`src/rtl/prm_edge_scan.sv`:
```
// prm_edge_scan: sweeps 15-bit edge/configuration codes over [code_lo, code_hi],
// drives each code onto the combinational obstacle-check bank, ORs the returned
// per-obstacle masks into one collision bit per code, and streams the bits out
// packed into PACK_W-bit words over a valid/ready interface.
// Optional feature: define PRM_SCAN_HITCNT_EN to add the hit_cnt output, which
// counts the colliding codes of the current/last sweep.
module prm_edge_scan #(
    parameter int CODE_W  = 15,
    parameter int OBS_N   = 8,
    parameter int PACK_W  = 32,
    parameter int CHK_LAT = 1
) (
    input  logic              clk,
    input  logic              rst,
    input  logic              start,
    input  logic [CODE_W-1:0] code_lo,
    input  logic [CODE_W-1:0] code_hi,
    output logic [CODE_W-1:0] chk_code,
    input  logic [OBS_N-1:0]  chk_mask,
    output logic              out_valid,
    input  logic              out_ready,
    output logic [PACK_W-1:0] out_data,
    output logic              out_last,
    output logic              busy,
    output logic              done
`ifdef PRM_SCAN_HITCNT_EN
    ,
    output logic [CODE_W:0]   hit_cnt
`endif
);

    localparam int FIFO_D = 4;
    localparam int CNT_W  = CODE_W + 1;
    localparam int PC_W   = $clog2(PACK_W + 1);
    localparam int IX_W   = $clog2(PACK_W);
    // The tag delay line keeps at least one bit so the vector is always legal.
    localparam int TL     = (CHK_LAT > 0) ? CHK_LAT : 1;

    typedef enum logic [2:0] {
        IDLE,
        ISSUE,
        DRAIN,
        FLUSH,
        FIN
    } state_t;

    // Sweep control state
    state_t            state_q, state_d;
    logic [CODE_W-1:0] cur_q, cur_d;
    logic [CODE_W-1:0] hi_q, hi_d;
    logic [CNT_W-1:0]  total_q, total_d;
    logic [CODE_W-1:0] last_code_q, last_code_d;

    // Checker latency tags and result FIFO
    logic [TL-1:0]     tag_q, tag_d;
    logic [FIFO_D-1:0] fifo_q, fifo_d;
    logic [1:0]        wr_q, wr_d;
    logic [1:0]        rd_q, rd_d;
    logic [2:0]        fcnt_q, fcnt_d;

    // Packer state
    logic [PACK_W-1:0] pack_q, pack_d;
    logic [PC_W-1:0]   pack_cnt_q, pack_cnt_d;
    logic              pend_q, pend_d;
    logic              last_q, last_d;
    logic [CNT_W-1:0]  popped_q, popped_d;

`ifdef PRM_SCAN_HITCNT_EN
    logic [CNT_W-1:0]  hit_q, hit_d;
`endif

    // Combinational handshakes between the processes
    logic              start_go;
    logic              issue;
    logic              emerge;
    logic              hit_bit;
    logic [2:0]        inflight;
    logic              credit;
    logic              xfer;
    logic              pop;
    logic              drain_ok;
    logic [IX_W-1:0]   idx;

    assign start_go  = (state_q == IDLE) && start;
    assign hit_bit   = |chk_mask;
    assign out_valid = pend_q || (state_q == FLUSH);
    assign out_last  = pend_q ? last_q : (state_q == FLUSH);
    assign out_data  = pack_q;
    assign xfer      = out_valid && out_ready;
    assign pop       = (fcnt_q != 3'd0) && (!pend_q || xfer);
    assign drain_ok  = (inflight == 3'd0) && (fcnt_q == 3'd0) && (!pend_q || xfer);
    // The bank sees the code being issued this cycle; otherwise the last one issued.
    assign chk_code  = issue ? cur_q : last_code_q;

    // Sweep FSM: range latch, code counter with credit-gated issue, drain and flush.
    always_comb begin
        // NOTE: every variable gets a default before the case so no path leaves
        // it unassigned, which would otherwise infer a latch.
        state_d     = state_q;
        cur_d       = cur_q;
        hi_d        = hi_q;
        total_d     = total_q;
        last_code_d = last_code_q;
        issue       = 1'b0;
        busy        = 1'b0;
        done        = 1'b0;
        case (state_q)
            IDLE: begin
                if (start) begin
                    hi_d    = code_hi;
                    cur_d   = code_lo;
                    total_d = {1'b0, code_hi} - {1'b0, code_lo} + CNT_W'(1);
                    state_d = (code_hi < code_lo) ? FIN : ISSUE;
                end
            end
            ISSUE: begin
                busy = 1'b1;
                if (credit) begin
                    issue       = 1'b1;
                    last_code_d = cur_q;
                    // Stopping on equality keeps cur from ever wrapping at 0x7FFF.
                    if (cur_q == hi_q) begin
                        state_d = DRAIN;
                    end else begin
                        cur_d = cur_q + CODE_W'(1);
                    end
                end
            end
            DRAIN: begin
                busy = 1'b1;
                if (drain_ok) begin
                    state_d = (pack_cnt_d != '0) ? FLUSH : FIN;
                end
            end
            FLUSH: begin
                busy = 1'b1;
                if (xfer) begin
                    state_d = FIN;
                end
            end
            FIN: begin
                done    = 1'b1;
                state_d = IDLE;
            end
            default: begin
                state_d = IDLE;
            end
        endcase
    end

    // Tag delay line, credit accounting and the 4-entry result FIFO.
    always_comb begin
        inflight = 3'd0;
        for (int i = 0; i < TL; i++) begin
            inflight = inflight + 3'(tag_q[i]);
        end
        // Tags in flight already own a FIFO slot, so the FIFO can never overflow.
        credit = ({1'b0, fcnt_q} + {1'b0, inflight}) < 4'(FIFO_D);

        if (CHK_LAT == 0) begin
            emerge = issue;
            tag_d  = '0;
        end else begin
            emerge = tag_q[TL-1];
            tag_d  = (tag_q << 1) | TL'(issue);
        end

        fifo_d = fifo_q;
        if (emerge) begin
            fifo_d[wr_q] = hit_bit;
        end
        wr_d   = wr_q + 2'(emerge);
        rd_d   = rd_q + 2'(pop);
        fcnt_d = fcnt_q + 3'(emerge) - 3'(pop);
    end

    // Packer: one FIFO pop per cycle into bit pack_cnt; a full word goes pending.
    always_comb begin
        pack_d     = pack_q;
        pack_cnt_d = pack_cnt_q;
        pend_d     = pend_q;
        last_d     = last_q;
        popped_d   = popped_q;
        idx        = '0;
        if (start_go) begin
            pack_d     = '0;
            pack_cnt_d = '0;
            pend_d     = 1'b0;
            last_d     = 1'b0;
            popped_d   = '0;
        end
        if (xfer) begin
            pack_d     = '0;
            pack_cnt_d = '0;
            pend_d     = 1'b0;
            last_d     = 1'b0;
        end
        // Popping after the transfer update lets the next word start in the same cycle.
        if (pop) begin
            idx         = pack_cnt_d[IX_W-1:0];
            pack_d[idx] = fifo_q[rd_q];
            pack_cnt_d  = pack_cnt_d + PC_W'(1);
            popped_d    = popped_q + CNT_W'(1);
            if (popped_q == total_q - CNT_W'(1)) begin
                last_d = 1'b1;
            end
            if (pack_cnt_d == PC_W'(PACK_W)) begin
                pend_d = 1'b1;
            end
        end
    end

`ifdef PRM_SCAN_HITCNT_EN
    // Saturating count of colliding codes, restarted by each accepted start.
    always_comb begin
        hit_d = hit_q;
        if (start_go) begin
            hit_d = '0;
        end else if (emerge && hit_bit && !(&hit_q)) begin
            hit_d = hit_q + CNT_W'(1);
        end
    end

    assign hit_cnt = hit_q;
`endif

    // State registers; asynchronous reset abandons any sweep in flight.
    always_ff @(posedge clk or posedge rst) begin
        if (rst) begin
            state_q     <= IDLE;
            cur_q       <= '0;
            hi_q        <= '0;
            total_q     <= '0;
            last_code_q <= '0;
            tag_q       <= '0;
            // NOTE: the FIFO storage is reset too, so a sweep cut short by reset
            // can never leave stale collision bits visible to the next one.
            fifo_q      <= '0;
            wr_q        <= '0;
            rd_q        <= '0;
            fcnt_q      <= '0;
            pack_q      <= '0;
            pack_cnt_q  <= '0;
            pend_q      <= 1'b0;
            last_q      <= 1'b0;
            popped_q    <= '0;
`ifdef PRM_SCAN_HITCNT_EN
            hit_q       <= '0;
`endif
        end else begin
            // NOTE: non-blocking here so every flop samples the pre-edge _d
            // values; the always_comb blocks above use blocking assignments.
            state_q     <= state_d;
            cur_q       <= cur_d;
            hi_q        <= hi_d;
            total_q     <= total_d;
            last_code_q <= last_code_d;
            tag_q       <= tag_d;
            fifo_q      <= fifo_d;
            wr_q        <= wr_d;
            rd_q        <= rd_d;
            fcnt_q      <= fcnt_d;
            pack_q      <= pack_d;
            pack_cnt_q  <= pack_cnt_d;
            pend_q      <= pend_d;
            last_q      <= last_d;
            popped_q    <= popped_d;
`ifdef PRM_SCAN_HITCNT_EN
            hit_q       <= hit_d;
`endif
        end
    end

endmodule

```
`config.mk`:
```
export PLATFORM = sky130hd
export DESIGN_NAME = prm_edge_scan
export DESIGN_NICKNAME = d
export VERILOG_FILES = /design/src/rtl/prm_edge_scan.sv
export SDC_FILE = /design/constraint.sdc
export NUM_CORES = 1
export LEC_CHECK = 0
export CAP_MARGIN = 20
export CORE_MARGIN = 2
export CORE_UTILIZATION = 40
export DETAILED_ROUTE_END_ITERATION = 8
export HOLD_SLACK_MARGIN = 0.05
export PLACE_DENSITY = 0.7
export SKIP_LAST_GASP = 1
export SLEW_MARGIN = 20
export SYNTH_ARGS = -nofsm -noshare
export SYNTH_HDL_FRONTEND = slang
export SYNTH_SLANG_ARGS = --single-unit
```
`constraint.sdc`:
```
create_clock -name clk -period 5.5 [get_ports clk]
set_input_delay 0.55 -clock clk [delete_from_list [all_inputs] [get_ports clk]]
set_output_delay 0.55 -clock clk [all_outputs]
set_load 0.02 [all_outputs]
```
==> run_results.csv <==
group,metric,value,unit
clocking,clock-sinks,132,
hold_path,hold_depth,1,
yosys,synth_top_cells_by_area,"dfrtp_1, ha_1, o21ai_0",
die,pin_count,93,
clocking,clkTransAtPathRegs,0.06,ns
timing,rsz0062_at_grt,"false",
drt,wl,19000,µm
timing,drv_slew,0,
hold_path,worstHoldPathType,"reg2reg",
clocking,cts_buffer_depth,2,
setup_path,ff2ff_path_depth,8,
pwr,ir_drop,0.398,mV
die,die_h,145,µm
flow_run,maxCapViolations,0,
grt,grt_overflow,0,
yosys,syn_area,7960,µm²
drt,drtPass1Iterations,5,
grt,antenna_found_initial,1,
yosys,yosys.area.top_type,"dfrtp_1",
drt,via_per_inst,5.35,
setup_path,arrival,2.79,ns
drt,wire_per_inst,15.3,µm
clocking,post_cts_resized,0,
timing,fin_skew,0.0102,ns
setup_path,path_class,"reg2out",
die,die_w,145,µm
yosys,synth_common_cells,"dfrtp_1, nand2_1, o21ai_0",
grt,grt_use_total,18.3,%
timing,finalSetupViolCount,0,
drt,ant_nets,0,
setup_path,start_kind,"register",
grt,grt_pass1_vias,6289,
timing,hold_viol,0,
setup_path,crit_path_end_kind,"output pin",
drt,drc,0,
timing,post-route-period-util,60.8,%
die,num_rows,51,
grt,grt_pass1_wl,31600,µm
yosys,synthFlopType,"dfrtp_1",
yosys,syn_inst,880,
grt,grt_max_degree,57,
yosys,seq_area_frac_synth,41.5,%
yosys,yosysWarnings,0,
timing,setup_ws,2.16,ns
placed_design,dpl.hpwl,14000,µm
timing,setup_tns,0,ns
drt,dr.first_iter.drc_count,480,
clocking,cts_root_buffer,"clkbuf_16",
yosys,synth_nets,971,
clocking,clk_latency,0.43,ns
pwr,leakage,4.18,nW
yosys,avgSynthCellArea,9.04,µm²
yosys,synth_cell_types,62,
yosys,synth-seq-cells,132,
cells_and_area,nets,1050,
cells_and_area,nFillCells,1777,
placed_design,numPortBuffers,92,
yosys,synth_edf_count,0,
timing,whs,0.492,ns
clocking,post_cts_buffers,0,
die,die_area,21000,µm²
yosys,async_flop_share,100,%
yosys,synth_top_area_share,41.5,%
placed_design,post-place-ws,1.97,ns
pwr,power_density,524,nW/µm²
setup_path,crit_path_max_fanout,17,
yosys,yosysMostFrequentCell,"dfrtp_1",
timing,max_freq,0.299,GHz
die,start_util,40.9,%
timing,relSlewSlack,49.5,%
clocking,cts_tree,"yes",
placed_design,gp_congestion,0.840,
cells_and_area,syn_to_final_growth,22.8,%
die,core_area,19500,µm²
setup_path,required,4.95,ns
drt,num_vias,6628,
timing,fin_crit,3.34,ns
clocking,htree_num_levels,4,
outcome,status,"finished, final reports clean",
clocking,ctsHoldBuffers,0,
clocking,cts-buffers-inserted,17,
timing,tightest_slew,0.748,ns
cells_and_area,layout-drive-gt1-share,7.20,%
registers in the layout (all words and copies together), names as in the netlist:
signal and flops:
total_q 16, state_q 3, fifo_q 4, popped_q 16, fcnt_q 3, pend_q 1
hi_q 15, wr_q 2, pack_cnt_q 6, last_code_q 15, cur_q 15, emerge 1
out_data 32, last_q 1, rd_q 2
per-stage QoR:
step | instance area (µm²) | instances | utilization (%) | power [W]
after floorplan | 7960 | 880 | - | 0.00319
after global placement | 9120 | 1205 | 46.9 | 0.00382
after detailed placement | 9120 | 1205 | 46.9 | 0.00388
after CTS | 9770 | 1237 | 50.2 | 0.00514
after global routing | 9770 | 1238 | 50.2 | 0.00549
final | 9770 | 1238 | 50.2 | 0.00512
critical path, stage by stage (launching register included):
cell	delay (ns)
dfrtp_1	0.55
inv_1	0.16
nor3_1	0.21
buf_4	0.24
o21ai_1	0.09
buf_4	0.21
o21ai_0	0.25
clkdlybuf4s50_1	0.65
final cells by class:
cell class | count | area [µm²] | area share, %
inverters | 55 | 209 | 2.14
clock buffers | 20 | 457 | 4.68
multi-input cells | 652 | 4290 | 43.9
flip-flops and latches | 132 | 3300 | 33.8
clock inverters | 12 | 189 | 1.93
diodes | 1 | 2.50 | 0.0256
well taps | 265 | 332 | 3.39
repair buffers | 101 | 988 | 10.1
cells by family (layout without fill, tap and decap cells):
family	after synthesis	count (layout)	share of synthesized area, %
fa+ha+maj	49	49	8.46
compound gates	224	224	17.7
flops	132	132	41.5
xor+xnor	50	50	5.50
other cells	0	1	0
mux	27	27	3.71
buf+inv	96	188	4.67
simple gates	302	302	18.5
final timing paths:
kind	start	end	slack (ns)
setup reg to reg	state_q[1]	state_q[0]	2.44
setup / recovery	state_q[0]	chk_code[3]	2.16
min in group asynchronous	rst	out_data[15]	0.58
hold / removal	last_code_q[1]	last_code_q[1]	0.49
hold reg to reg	last_code_q[1]	last_code_q[1]	0.49
max in group asynchronous	rst	last_code_q[10]	3.73
report_power, final:
part	switching [W]	internal, W	total [W]
Clock	0.000455	0.000793	0.00125
Sequential	0.000374	0.00132	0.00169
Combinational	0.00122	0.000962	0.00218
layer usage:
metal  up-vias  share of wire (%)  wire, µm  global-route usage (%)
li1       3307                  -         -                       -
met1      3159                 47      8880                    25.1
met2       127                 48      9070                    28.9
met3        35                3.2       605                    3.40
met4         0                2.3       430                    6.49
met5         -                  0         0                       0
placed cells by master, fill, tap and decap left out, drive strengths merged, types with 8 or more instances in the layout:
master,count
clkbuf,20
o21ai,83
fa,8
clkdlybuf4s50,92
dfrtp,132
ha,41
inv,61
nor2,56
xnor2,29
nand3,50
and3,15
a21oi,41
or3,11
o31ai,24
buf,9
o211ai,18
mux2,20
nor3,19
xor2,21
nor4,8
nand2,101
nand4,14
a31oi,8
No activity file was read; power rests on OpenSTA's default activity.
